$ cat src/rtl/csb_arbiter.sv
// csb_arbiter: round-robin two-master arbiter onto one CSB slave port with in-order response routing.
module csb_arbiter #(
  parameter int OUTSTANDING = 4,
  parameter int ADDR_WIDTH  = 16
) (
  input  logic                              clk,
  input  logic                              rst_n,
  input  logic [1:0]                        m_valid,
  output logic [1:0]                        m_ready,
  input  logic [1:0][ADDR_WIDTH-1:0]        m_addr,
  input  logic [1:0][31:0]                  m_wdat,
  input  logic [1:0]                        m_write,
  input  logic [1:0]                        m_nposted,
  output logic [1:0]                        m_rvalid,
  output logic [1:0][31:0]                  m_rdata,
  output logic [1:0]                        m_wr_complete,
  output logic                              s_valid,
  input  logic                              s_ready,
  output logic [ADDR_WIDTH-1:0]             s_addr,
  output logic [31:0]                       s_wdat,
  output logic                              s_write,
  output logic                              s_nposted,
  input  logic                              s_rvalid,
  input  logic [31:0]                       s_rdata,
  input  logic                              s_wr_complete,
  output logic [$clog2(OUTSTANDING+1)-1:0]  outstanding,
  output logic                              resp_err
);
  localparam int CW = $clog2(OUTSTANDING + 1);
  localparam int PW = OUTSTANDING > 1 ? $clog2(OUTSTANDING) : 1;
  logic lock, grant_id, rr_prio, grant, sel, accept, push, pop, resp, head;
  logic [OUTSTANDING-1:0] fifo;
  logic [PW-1:0] rd_ptr, wr_ptr;
  logic [CW-1:0] count;
  function automatic logic [PW-1:0] nxt(input logic [PW-1:0] p);
    return p == PW'(OUTSTANDING - 1) ? '0 : p + 1'b1;
  endfunction
  // A full owner FIFO blocks every new selection, posted writes included.
  assign sel       = rst_n & ~lock & (count != CW'(OUTSTANDING)) & |m_valid;
  assign grant     = lock ? grant_id : (&m_valid ? rr_prio : m_valid[1]);
  assign s_valid   = sel | lock;
  assign accept    = s_valid & s_ready;
  assign m_ready   = {accept & grant, accept & ~grant};
  assign s_addr    = m_addr[grant];
  assign s_wdat    = m_wdat[grant];
  assign s_write   = m_write[grant];
  assign s_nposted = m_nposted[grant];
  assign push      = accept & (~s_write | s_nposted);
  assign resp      = rst_n & (s_rvalid | s_wr_complete);
  assign pop       = resp & (count != '0);
  assign head      = fifo[rd_ptr];
  assign m_rvalid      = {2{pop & s_rvalid}} & {head, ~head};
  assign m_wr_complete = {2{pop & s_wr_complete}} & {head, ~head};
  assign m_rdata     = {s_rdata, s_rdata};
  assign outstanding = count;
  always_ff @(posedge clk or negedge rst_n) begin
    if (!rst_n) begin
      lock     <= 1'b0;
      grant_id <= 1'b0;
      rr_prio  <= 1'b0;
      fifo     <= '0;
      rd_ptr   <= '0;
      wr_ptr   <= '0;
      count    <= '0;
      resp_err <= 1'b0;
    end else begin
      lock <= s_valid & ~s_ready;
      if (s_valid & ~s_ready) grant_id <= grant;
      if (accept) rr_prio <= ~grant;
      if (push) begin
        fifo[wr_ptr] <= grant;
        wr_ptr       <= nxt(wr_ptr);
      end
      if (pop) rd_ptr <= nxt(rd_ptr);
      count <= count + CW'(push) - CW'(pop);
      if (resp & (count == '0)) resp_err <= 1'b1;
    end
  end
endmodule

$ cat config.mk
export PLATFORM = sky130hd
export DESIGN_NAME = csb_arbiter
export DESIGN_NICKNAME = d
export VERILOG_FILES = /design/src/rtl/csb_arbiter.sv
export SDC_FILE = /design/constraint.sdc
export NUM_CORES = 1
export LEC_CHECK = 0
export BUFFER_PORTS_ARGS = -buffer_cell sky130_fd_sc_hd__buf_2
export CAP_MARGIN = 20
export CELL_PAD_IN_SITES_DETAIL_PLACEMENT = 0
export CELL_PAD_IN_SITES_GLOBAL_PLACEMENT = 2
export CORE_MARGIN = 1
export CORE_UTILIZATION = 14
export DETAILED_ROUTE_END_ITERATION = 12
export GPL_TIMING_DRIVEN = 0
export PLACE_DENSITY_LB_ADDON = 0.1
export REMOVE_ABC_BUFFERS = 1
export SYNTH_ARGS = -nofsm -noshare
export SYNTH_HDL_FRONTEND = slang
export SYNTH_SLANG_ARGS = --single-unit
$ cat constraint.sdc
create_clock -name clk -period 4 [get_ports clk]
set_clock_uncertainty 0.2 [all_clocks]
set_input_delay 0.6 -clock clk [delete_from_list [all_inputs] [get_ports clk]]
set_output_delay 0.6 -clock clk [all_outputs]
set_load 0.1 [all_outputs]
# Word-level counts from Yosys, hierarchy flattened
# Index checks and enable logic that the tools add are counted.
[classes]
addsub = 4
n_lt_le_gt_ge = 4
eq_ne = 3
mux = 17
n_bitwise = 23
reduce_logical = 5
[op_table]
columns = ["cell", "count"]
rows = [
  ["$mux 32", 2],
  ["$mux 16", 2],
  ["$and 1x1->1", 13],
  ["$mux 1", 8],
  ["$lt 2x3->1 const B", 2],
  ["$not 1->1", 5],
  ["$add 2x1->2 const B", 2],
  ["$and 2x2->2", 2],
  ["$bwmux 4", 1],
  ["$eq 2x2->1 const B", 2],
  ["$mux 2", 2],
  ["$add 3x1->3", 1],
  ["$logic_not 3->1", 1],
  ["$ne 3x3->1 const B", 1],
  ["$or 1x1->1", 3],
  ["$reduce_bool 3->1", 1],
  ["$sub 3x1->3", 1],
  ["$bmux 1 s2", 1],
  ["$demux 1 s2", 1],
  ["$ge 2x1->1 const B", 1],
  ["$lt 1x2->1 const B", 1],
  ["$reduce_and 2->1", 1],
  ["$reduce_or 2->1", 1],
  ["$logic_and 1x1->1", 1],
]
[word_totals]
regBits = 15
in_bits = 139
word_cells = 64

# Depth between registers and ports, before layout
[depth]
word_depth = 10
mapped_depth = 10

# Worst setup path before layout
# No wires, ideal clock.
[synth_timing]
path_type = "register -> output"
start = "reg count[1] (netlist: outstanding[1])"
end = "out m_ready[1]"
arrival_ns = 2.792
slack_ns = 0.408
path_stages_with_launch = 5
path_cell_list = "dfrtp_1 or4b_4 o211ai_1 buf_4 nor2_1"
[synth_between]
elab_chain_len = 6
[synth_rtl]
columns = ["element", "line", "rtl"]
rows = [
  ["start, declared", "34", "logic [CW-1:0] count;"],
  ["start signal, assigned", "75", "count <= count + CW'(push) - CW'(pop);"],
  ["$ne 3x3->1", "39", "assign sel = rst_n & ~lock & (count != CW'(OUTSTANDING)) & |m_valid;"],
  ["$and 1x1->1 (2 in series)", "39", ""],
  ["$or 1x1->1", "41", "assign s_valid = sel | lock;"],
  ["$and 1x1->1", "42", "assign accept = s_valid & s_ready;"],
  ["$and 1x1->1", "43", "assign m_ready = {accept & grant, accept & ~grant};"],
  ["end, declared", "9", "output logic [1:0] m_ready,"],
]
# No other way between the ends.

# Worst setup path after layout
[layout_timing]
start = "in m_valid[0]"
end = "out s_write"
[layout_between]
elab_chain_len = 5
[layout_rtl]
columns = ["element", "line", "rtl"]
rows = [
  ["start, declared", "8", "input logic [1:0] m_valid,"],
  ["$reduce_and 2->1", "40", "assign grant = lock ? grant_id : (&m_valid ? rr_prio : m_valid[1]);"],
  ["$mux 1 (2 in series)", "40", ""],
  ["$mux 1 (implied by the code) (2 in series)", "46", "assign s_write = m_write[grant];"],
  ["end, declared", "21", "output logic s_write,"],
]
# No other way between the ends. The select of a mux whose other input is x is not followed.

==> flow_summary_export.csv <==
group,metric,value,unit
status,status,"finished clean",
sta,period_needed,3150,ps
worst_setup_path,worstPathArrival,2350,ps
global_routing,grt_overflow,0,
detailed_routing,drcViolationCount,0,
sta,min_period_over_period,78.9,%
worst_setup_path,r2r_setup_slack,1320,ps
power_and_ir_drop,vdd_drop_max,223,uV
logic_synthesis,synth_seq_cells,15,
global_routing,grt_pass1_wl,12.7,mm
detailed_routing,routedWlPerCell,15.9,um
detailed_routing,first_iter_violations,71,
logic_synthesis,synthCells,316,
clocking,clock_path_buffers,2,
layout,area_growth,33.8,%
layout,fin_nets,561,
clocking,clockRootBuffer,"clkbuf_16",
layout,final_area,2720,um2
sta,setup_violations,0,
logic_synthesis,synth_common_cells,"nand2_1 (153), buf_4 (65), dfrtp_1 (15)",
worst_setup_path,crit_path_cell_trace,"buf_2 > and2b_1 > o21ai_4 > buf_16 > buf_16 > nand2_1 > nand2_1 > buf_2",
detailed_routing,vias_per_cell,3.78,
sta,final_max_slew_viol_count,0,
clocking,cts.htree.levels,1,
detailed_routing,first_pass_iters,4,
clocking,cts_tree,"built",
run,maxCapViolations,0,
logic_synthesis,synth_flop_cell,"dfrtp_1",
worst_setup_path,path_max_fanout,24,
clocking,insertion_delay,240,ps
worst_setup_path,crit_required,3200,ps
clocking,post_cts.repair.setup_buffers,0,
sta,max_freq,0.317,GHz
clocking,postCtsResizedCells,0,
logic_synthesis,synth_edf_count,0,
global_routing,grt.total_usage,11.6,%
detailed_routing,final_antenna_net_count,0,
floorplan,placementRows,43,
detailed_routing,wirelength,9.41,mm
global_routing,first_global_vias,2063,
worst_setup_path,reg2regPathDepth,9,
placement,hpwl,7.72,mm
sta,rsz0062_at_grt,"no",
min_path,hp-class,"in2async",
layout,num_antenna_cells,0,
placement,place_area,2640,um2
sta,worst_pin_slew,849,ps
floorplan,start_util,14.5,%
worst_setup_path,r2r_end,"outstanding[2]",
logic_synthesis,ys_seq_area_share,18.5,%
layout,num-fill-cells,1635,
worst_setup_path,cp_slowest_cell,"o21ai_4",
floorplan,die_w,123,um
logic_synthesis,syn_area,2030,um2
global_routing,grt_max_degree,42,
logic_synthesis,yosysTopAreaCell,"nand2_1",
sta,slew_headroom,43.2,%
worst_setup_path,cp-start-kind,"input port",
power_and_ir_drop,p_per_area,889,nW/um2
logic_synthesis,synth_top_area_share,28.2,%
worst_setup_path,crit_type,"in2out",
clocking,holdBufCountCts,0,
global_routing,antenna_found_initial,0,
clocking,clkTransAtPathRegs,50,ps
logic_synthesis,ys_top_cells_by_area,"nand2_1 (28%), buf_4 (24%), dfrtp_1 (18%)",
worst_setup_path,critical_path.max_stage_delay,470,ps
worst_setup_path,r2r_start,"rr_prio",
floorplan,fp.coreArea,14000,um2
logic_synthesis,synth_area_per_cell,6.44,um2
sta,whs,78.9,ps
layout,final_layout_size_suffix_gt1_share,45.8,%
layout,fin_util,19.4,%
detailed_routing,num_vias,2241,
clocking,cts_buffers,3,
logic_synthesis,synth_cell_types,34,
placement,portBuffers,167,
clocking,numClockSinks,15,
placement,routabilityCongestion,0.621,
floorplan,die_y,123,um
floorplan,io_pins,264,
worst_setup_path,cp-end-kind,"output pin",
power_and_ir_drop,p_leak,1.60,nW
logic_synthesis,async_reset_ff_share,100,%
sta,final-hold-violation-count,0,
logic_synthesis,synth.most_common_cell,"nand2_1",
logic_synthesis,yosysWarnings,0,
floorplan,dieArea,15000,um2
-- critical path, delay by kind of cell --
| family | cells | cell delay (ps) |
|---|---|---|
| buffers and inverters | 4 | 940 |
| AO/OA/AOI/OAI | 1 | 470 |
| AND/OR/NAND/NOR | 3 | 320 |
-- logic make-up (layout without fill, tap and decap cells) --
logic type / count (synthesis) / count (layout) / share of synthesized area [%]
and+or+nand+nor: 174 / 174 / 34.1
buffers and inverters: 87 / 184 / 28.5
AOI/OAI and AO/OA: 24 / 24 / 8.61
DFF: 15 / 15 / 18.5
adders and majority gates: 8 / 8 / 5.29
muxes: 6 / 6 / 4.24
xor gates and xnor gates: 2 / 2 / 0.861
-- power by group --
part,leakage [nW],switching (W),internal (W)
Clock,0.0409,0.0000614,0.000133
Sequential,0.165,0.0000692,0.000210
Combinational,1.40,0.00157,0.000379
Total,1.60,0.00170,0.000723
-- layer usage --
metal	vias to the layer above	track usage, %	share of wire (%)
met5	-	5.56	0.45
met4	2	1.07	0.32
met3	4	7.85	13
li1	1115	-	-
met1	974	13.2	39
met2	146	17.8	47
-- state kept, by name, indices dropped and copies added (netlist names) --
register     cells
fifo             4
outstanding      3
resp_err         1
rd_ptr           2
grant_id         1
lock             1
wr_ptr           2
rr_prio          1
-- how the worst max path moves through the flow --
stage	from	end	slack (ps)	depth (start not counted)
global placement	m_valid[0]	s_nposted	-2040	6
global route	rst_n	m_rvalid[0]	640	6
detailed placement	m_valid[0]	s_nposted	780	8
finish	m_valid[0]	s_write	850	8
CTS	m_valid[0]	s_nposted	770	8
floorplan	m_valid[0]	m_ready[0]	-720	3
-- layout by cell type (no fill, tap or decap), drive strengths merged, types with 2 or more instances in the layout --
cell type / instances
inv: 10
buf: 170
nand2: 153
nand3: 4
dfrtp: 15
o21ai: 10
mux2: 5
and3: 2
clkbuf: 3
ha: 7
nor2: 8
o211ai: 7
o21a: 2
-- area by class of cell --
type	instances	area, um2	area share [%]
multi-input combinational	214	1090	40.1
clock buffer	3	75.1	2.76
tap	180	225	8.28
timing repair buffer	170	911	33.5
sequential	15	375	13.8
clock inverter	1	5.00	0.184
inverter	10	37.5	1.38
-- metrics by stage --
step | instances | total power, W | setup slack (ps) | setup TNS, ps
after floorplan | 239 | 0.00186 | -716 | -17940
after global placement | 586 | 0.00222 | -2040 | -109870
after detailed placement | 589 | 0.00225 | 785 | 0
after CTS | 593 | 0.00246 | 775 | 0
after global routing | 593 | 0.00256 | 645 | 0
final | 593 | 0.00242 | 846 | 0
Power figures use the tool's default switching activity.
